==> src/rtl/rhythm_pkg.sv <==
// ----------------------------------------------------------------------------
// rhythm_pkg
//   Shared constants for the rhythm-game front end.
//   - N_LANES / LANE_F1..LANE_F4 : lane count and the bit index of each button.
//   - CLK_HZ / DEBOUNCE_MS        : system clock and debounce window; their
//                                   product gives the default debounce length.
//   - GAME_RUN / GAME_PAUSE       : encoding of the game_state input.
// ----------------------------------------------------------------------------
package rhythm_pkg;

    localparam int N_LANES     = 4;
    localparam int CLK_HZ      = 50_000_000;
    localparam int DEBOUNCE_MS = 10;

    localparam int LANE_F1 = 0;
    localparam int LANE_F2 = 1;
    localparam int LANE_F3 = 2;
    localparam int LANE_F4 = 3;

    localparam logic GAME_RUN   = 1'b0;
    localparam logic GAME_PAUSE = 1'b1;

    // Clock cycles spanned by a window of 'ms' milliseconds.
    function automatic int debounce_cycles(input int clk_hz, input int ms);
        return (clk_hz / 1000) * ms;
    endfunction

    // 500000 cycles = 10 ms at 50 MHz.
    localparam int DEBOUNCE_CYCLES_DEF = debounce_cycles(CLK_HZ, DEBOUNCE_MS);

endpackage

==> src/rtl/key_debounce.sv <==
// ----------------------------------------------------------------------------
// key_debounce
//   One button lane: 2-flop synchroniser followed by a stable-count debouncer.
//   A level change is accepted only after the synchronised input has
//   disagreed with the current level for DEBOUNCE_CYCLES consecutive cycles.
//
//   Ports
//     clk      in  : system clock
//     rst      in  : synchronous, active-high reset
//     key_raw  in  : asynchronous raw button, 1 = pressed
//     level    out : debounced level (registered)
//     press    out : one-cycle strobe on the cycle whose edge raises 'level'
// ----------------------------------------------------------------------------
module key_debounce
    import rhythm_pkg::*;
#(
    parameter int DEBOUNCE_CYCLES = DEBOUNCE_CYCLES_DEF
) (
    input  logic clk,
    input  logic rst,
    input  logic key_raw,
    output logic level,
    output logic press
);

    localparam int CNT_W = $clog2(DEBOUNCE_CYCLES);
    localparam logic [CNT_W-1:0] CNT_LAST = CNT_W'(DEBOUNCE_CYCLES - 1);

    logic [1:0]       sync_ff;
    logic             sync;
    logic [CNT_W-1:0] cnt;
    logic             terminal;

    // sync_ff[0] may go metastable; only sync_ff[1] is used downstream.
    assign sync = sync_ff[1];

    // Terminal cycle: input has disagreed long enough, level flips on this edge.
    assign terminal = (sync != level) && (cnt == CNT_LAST);

    // Only rising acceptances are events; releases are silent.
    assign press = terminal && sync;

    always_ff @(posedge clk) begin
        if (rst) begin
            sync_ff <= '0;
            level   <= 1'b0;
            cnt     <= '0;
        end else begin
            sync_ff <= {sync_ff[0], key_raw};
            if (sync == level) begin
                // Any agreement restarts the count, so short glitches vanish.
                cnt <= '0;
            end else if (terminal) begin
                level <= sync;
                cnt   <= '0;
            end else begin
                cnt <= cnt + CNT_W'(1);
            end
        end
    end

endmodule

==> src/rtl/key_hit_capture.sv <==
// ----------------------------------------------------------------------------
// key_hit_capture
//   Front end for the F1..F4 lane buttons. Each lane is debounced, every clean
//   press becomes a single event, events are collected between refresh ticks
//   and issued together on the tick, then held for one full refresh period.
//
//   Ports
//     clk           in  : system clock (only clock)
//     rst           in  : synchronous, active-high reset
//     key_raw       in  : [N_KEYS] raw asynchronous buttons, 1 = pressed
//     refresh_tick  in  : one-cycle refresh step strobe (clk domain)
//     game_state    in  : GAME_RUN / GAME_PAUSE
//     f_key_hit     out : [N_KEYS] hits issued at the last tick, held a period
//     key_level     out : [N_KEYS] debounced levels for the LED/debug display
//     hit_pending   out : [N_KEYS] presses captured since the last tick
// ----------------------------------------------------------------------------
module key_hit_capture
    import rhythm_pkg::*;
#(
    parameter int N_KEYS          = N_LANES,
    parameter int DEBOUNCE_CYCLES = DEBOUNCE_CYCLES_DEF
) (
    input  logic              clk,
    input  logic              rst,
    input  logic [N_KEYS-1:0] key_raw,
    input  logic              refresh_tick,
    input  logic              game_state,
    output logic [N_KEYS-1:0] f_key_hit,
    output logic [N_KEYS-1:0] key_level,
    output logic [N_KEYS-1:0] hit_pending
);

    generate
        if (DEBOUNCE_CYCLES < 2) begin : g_bad_param
            $error("key_hit_capture: DEBOUNCE_CYCLES must be >= 2");
        end
    endgenerate

    logic [N_KEYS-1:0] press;
    logic [N_KEYS-1:0] pending;
    logic              paused;

    assign paused = (game_state == GAME_PAUSE);

    genvar k;
    generate
        for (k = 0; k < N_KEYS; k++) begin : g_lane
            key_debounce #(
                .DEBOUNCE_CYCLES (DEBOUNCE_CYCLES)
            ) u_debounce (
                .clk     (clk),
                .rst     (rst),
                .key_raw (key_raw[k]),
                .level   (key_level[k]),
                .press   (press[k])
            );
        end
    endgenerate

    // Pending/issue latch. A press landing on the tick cycle is folded into
    // the window being closed, so pending restarts empty after every tick.
    // Pause acts immediately: nothing is collected and a tick issues zero.
    always_ff @(posedge clk) begin
        if (rst) begin
            pending   <= '0;
            f_key_hit <= '0;
        end else if (refresh_tick) begin
            f_key_hit <= paused ? '0 : (pending | press);
            pending   <= '0;
        end else if (paused) begin
            pending   <= '0;
        end else begin
            pending   <= pending | press;
        end
    end

    assign hit_pending = pending;

endmodule

==> config.mk <==
export PLATFORM = sky130hd
export DESIGN_NAME = key_hit_capture
export DESIGN_NICKNAME = d
export VERILOG_FILES = /design/src/rtl/rhythm_pkg.sv /design/src/rtl/key_debounce.sv /design/src/rtl/key_hit_capture.sv
export SDC_FILE = /design/constraint.sdc
export NUM_CORES = 1
export LEC_CHECK = 0
export CAP_MARGIN = 20
export CORE_UTILIZATION = 40
export CTS_CLUSTER_SIZE = 10
export DETAILED_ROUTE_END_ITERATION = 12
export HOLD_SLACK_MARGIN = 0.1
export SKIP_LAST_GASP = 1
export SLEW_MARGIN = 20
export SYNTH_ARGS = -nofsm -noshare
export SYNTH_HDL_FRONTEND = slang
export SYNTH_HIERARCHICAL = 1
export SYNTH_SLANG_ARGS = --single-unit
==> constraint.sdc <==
create_clock -name clk -period 2 [get_ports clk]
set_clock_uncertainty 0.15 [all_clocks]
set_input_delay 0.2 -clock clk [delete_from_list [all_inputs] [get_ports clk]]
set_output_delay 0.2 -clock clk [all_outputs]
set_load 0.03 [all_outputs]
# Word level (Yosys, flattened, before mapping)
# Index checks and enable logic that the tools add are counted.
# totals
register_bits	96
out_inout_bits	12
# op_classes
n_addsub	4
n_eq_ne	12
mux	1
n_bitwise	5
reduce_logical	17
# ops
op	n
$add A19 B1 Y19 const B	4
$eq A19 B19 Y1 const B	4
$reduce_or A3 Y1	4
$logic_and A1 B1 Y1	8
$reduce_and A2 Y1	4
$eq A1 B1 Y1	4
$mux W4	1
$ne A1 B1 Y1	4
$not A1 Y1	4
$or A4 B4 Y4	1
$reduce_or A2 Y1	1

# Depth between registers and ports, before layout
# depth
word_depth	5
mapped_depth	8

# By module
# Netlist, hierarchy kept.
# modules_own_cells
module	n_inst	cells_per_inst	area_each_um2
key_debounce	4	111	969.7
key_hit_capture	1	30	274.0

# Worst setup path after synthesis
# OpenSTA, ideal clock, no wires.
# synth_path
path_kind	register to register
from	register g_lane[0].u_debounce.cnt[0]
to	register g_lane[0].u_debounce.cnt[10]
setup_time_ns	0.117
t_arrival_ns	1.823
t_required_ns	1.733
slack_ns	-0.090
path_stages_with_launch	8
n_path_buf	2
synth_period_minus_slack_ns	2.090
cell_sequence	dfxtp_1 ha_1 and4_1 clkbuf_1 nand4_1 o21ai_1 buf_2 nor2_1
# synth_via
elab_chain_len	3
elab_cells_between_ends	4
cone_classes	add/sub (1); eq/ne (1); reduce/logical (2)
# synth_lines
item	line	text
start: declaration	key_debounce.sv:31	logic [CNT_W-1:0] cnt;
start signal: assignment	key_debounce.sv:57	cnt <= cnt + CNT_W'(1);
parallel branches: the longest is 3 deep, another holds $add A19 B1 Y19	n/a	
# Several ways; the timed one is not identified.
# A chain may end at the register's enable or synchronous reset.

# Worst setup path in the final report
# layout_path
from	register g_lane[0].u_debounce.cnt[12]
to	register g_lane[0].u_debounce.cnt[17]
# The elaborated chain is that of the path after synthesis.

==> impl_metrics.env <==
export IMPL_outcome="complete, no violations"
export IMPL_crit_arrival_ps=2090
export IMPL_cp_required_ps=2130
export IMPL_finalCritPeriodShare_pct=97.7
export IMPL_post_synth_num_cell_types=33
export IMPL_fp_row_count=36
export IMPL_ctsHoldBuffers=0
export IMPL_synth_common_cells="dfxtp_1 (96), nor2_1 (64), nand2_1 (36)"
export IMPL_grt_pass1_wl_mm=15.0
export IMPL_slew_viol_final=0
export IMPL_nFillCells=944
export IMPL_synth_nets=486
export IMPL_maxCapViolations=0
export IMPL_drc=0
export IMPL_yosysTopAreaCell="dfxtp_1"
export IMPL_yosys_top_cells_area="dfxtp_1 (46%), xor2_1 (5.9%), nor2_1 (5.8%)"
export IMPL_synth_ff_type="dfxtp_1"
export IMPL_path_max_fanout=8
export IMPL_antenna_found_initial=0
export IMPL_grt_max_degree=22
export IMPL_num_vias=3519
export IMPL_p_switching_uw=744
export IMPL_pwr_share_clk_pct=39.5
export IMPL_internal_power_mw=2.55
export IMPL_slew_headroom_pct=67.6
export IMPL_ys_warn_count=6
export IMPL_grt_pass1_vias=3243
export IMPL_synth_top_area_share_pct=46.3
export IMPL_grt_overflow_total=0
export IMPL_crit_path_end_kind="flop"
export IMPL_final_core_util_pct=52.0
export IMPL_post_cts_buffers=0
export IMPL_power_per_cell_area_mw_per_mm2=640
export IMPL_die_area_mm2=0.0108
export IMPL_max_freq_mhz=512
export IMPL_synth_async_sr_flop_share_pct=0
export IMPL_grt_usage_pct=16.8
export IMPL_synth_most_common_cell="dfxtp_1"
export IMPL_final_antenna_net_count=0
export IMPL_clock_sinks=96
export IMPL_first_iter_violations=92
export IMPL_reg2reg_depth=4
export IMPL_crit_buf_inv=0
export IMPL_wl_per_cell_um=12.9
export IMPL_crit_type="flop to flop"
export IMPL_power_mw=3.29
export IMPL_synth_edf_count=0
export IMPL_io_pins=20
export IMPL_coreArea_mm2=0.00991
export IMPL_synth_area_mm2=0.00415
export IMPL_stdcell_area_mm2=0.00515
export IMPL_cp_slowest_cell="or4_4"
export IMPL_dp_cells=664
export IMPL_worstSetupStartpointType="flop"
export IMPL_hold_depth=2
export IMPL_seq_area_frac_synth_pct=46.3
export IMPL_routed_wirelength_mm=8.74
export IMPL_htreeDepth=3
export IMPL_via_per_inst=5.18
export IMPL_die_h_um=104
export IMPL_tightestPinTransition_ps=479
export IMPL_crit_chain="nand2_1 -> or4_4 -> or4b_1 -> a21oi_1"
export IMPL_hpwl_mm=6.36
export IMPL_postSynthCellCount=474
export IMPL_insertion_delay_ps=360
export IMPL_hold_class="primary input to flop"
export IMPL_setup_viol=0
export IMPL_critical_path_top_delay_family="simple AND/OR/NAND/NOR gates"
export IMPL_clockBufferDepth=2
export IMPL_initial_utilization_pct=41.9
export IMPL_synth_seq_cells=96
export IMPL_final_layout_size_suffix_gt1_share_pct=18.1
export IMPL_syn2layout_area_growth_pct=24.0
export IMPL_crit_path_max_incr_delay_ps=580
export IMPL_finalHoldViolCount=0
export IMPL_pwr_share_comb_pct=2.1
export IMPL_rsz0062_at_grt="yes"
export IMPL_place_congestion=0.820
export IMPL_period_needed_ps=1950
export IMPL_path_clk_slew_ps=90
export IMPL_firstDrtPassIters=5
export IMPL_fin_cells=680
export IMPL_ir_drop_mv=0.403
export IMPL_p_leak_nw=1.62
export IMPL_n_antenna_cell=0
export IMPL_power_frac_seq_pct=58.4
export IMPL_placedInstanceArea_mm2=0.00487
export IMPL_cts_tree="done"
export IMPL_io_buffers=19
export IMPL_root_buffer="clkbuf_8"
export IMPL_cts_buffers=9
export IMPL_die_width_um=104
export IMPL_path_depth=4
export IMPL_avgSynthCellArea_um2=8.76
export IMPL_swShare_pct=22.6
export IMPL_final_nets=554
==> power groups by stage <==
stage | clock (mW) | combinational (mW) | sequential, mW
after floorplan | 0 | 0.0264 | 1.97
after global placement | 0 | 0.0674 | 1.97
after detailed placement | 0 | 0.0683 | 1.97
after CTS | 1.34 | 0.0686 | 1.93
after global routing | 1.43 | 0.0751 | 1.93
final | 1.30 | 0.0678 | 1.92
==> final cells by class <==
class / count / area (µm²) / area share [%]
Tap cell: 133 / 166 / 3.23
Clock buffer: 10 / 128 / 2.48
Inverter: 8 / 30.0 / 0.583
Multi-Input combinational cell: 358 / 2230 / 43.4
Clock inverter: 6 / 73.8 / 1.43
Sequential cell: 96 / 1930 / 37.5
Timing Repair Buffer: 69 / 591 / 11.5
==> worst reg2reg max path, cell delays in order, from the launching register on <==
cell and delay [ps]:
dfxtp_1 410, nand2_1 70, or4_4 580, or4b_1 490, a21oi_1 180
==> routing by layer <==
metal / routed length [µm] / share of wire [%] / track usage, % / vias to the layer above
li1: - / - / - / 1819
met3: 255 / 2.9 / 4.14 / 8
met4: 86 / 0.98 / 5.00 / 0
met2: 4000 / 46 / 27.2 / 51
met1: 4400 / 50 / 22.1 / 1641
met5: 0 / 0 / 0 / -
==> timing repair <==
| item | in CTS | in global routing |
|---|---|---|
| endpoints found under the setup margin | 4 | 33 |
| pin swaps | 0 | 7 |
| resized for setup | 2 | 20 |
| gates cloned | 0 | 0 |
==> state kept, by name, summed over array words and instances (netlist names) <==
register                   flops
f_key_hit                      4
g_lane.u_debounce/cnt         76
g_lane.u_debounce/level        4
g_lane.u_debounce/sync_ff      8
hit_pending                    4
==> final timing paths <==
check | from | to | slack (ps)
setup / recovery | g_lane[0].u_debounce/cnt[12] | g_lane[0].u_debounce/cnt[17] | 50
hold / removal | key_raw[0] | g_lane[0].u_debounce/sync_ff[0] | 230
setup reg to reg | g_lane[0].u_debounce/cnt[12] | g_lane[0].u_debounce/cnt[17] | 50
hold reg to reg | g_lane[2].u_debounce/cnt[0] | g_lane[2].u_debounce/cnt[0] | 280
==> cells by family (layout without fill, tap and decap cells) <==
family	after synthesis	in the layout	share of synthesized area, %
flip-flops	96	96	46.3
buffers and inverters	20	93	2.05
XOR/XNOR	48	48	10.1
adder cells (fa/ha/maj)	4	4	1.21
AND/OR/NAND/NOR	238	238	31.3
AO/OA/AOI/OAI	68	68	9.04
==> cell usage in the layout, fill, tap and decap left out, types with 19 or more instances in the layout <==
cell type        instances
o21ai_0                 19
buf_4                   48
xnor2_1                 20
dfxtp_1                 90
nand2_1                 36
nor2_1                  64
clkdlybuf4s50_1         19
xor2_1                  28
a21oi_1                 31
or3_1                   20
nand3_1                 28
==> per-stage QoR <==
step	hold WS, ps	setup TNS, ps	worst slack, ps
after floorplan	119	0	9.02
after global routing	220	-12.2	-11.2
after CTS	219	0	12.4
final	234	0	45.0
after global placement	267	0	26.3
after detailed placement	275	-57.3	-35.1
No activity file was read; power rests on OpenSTA's default activity.
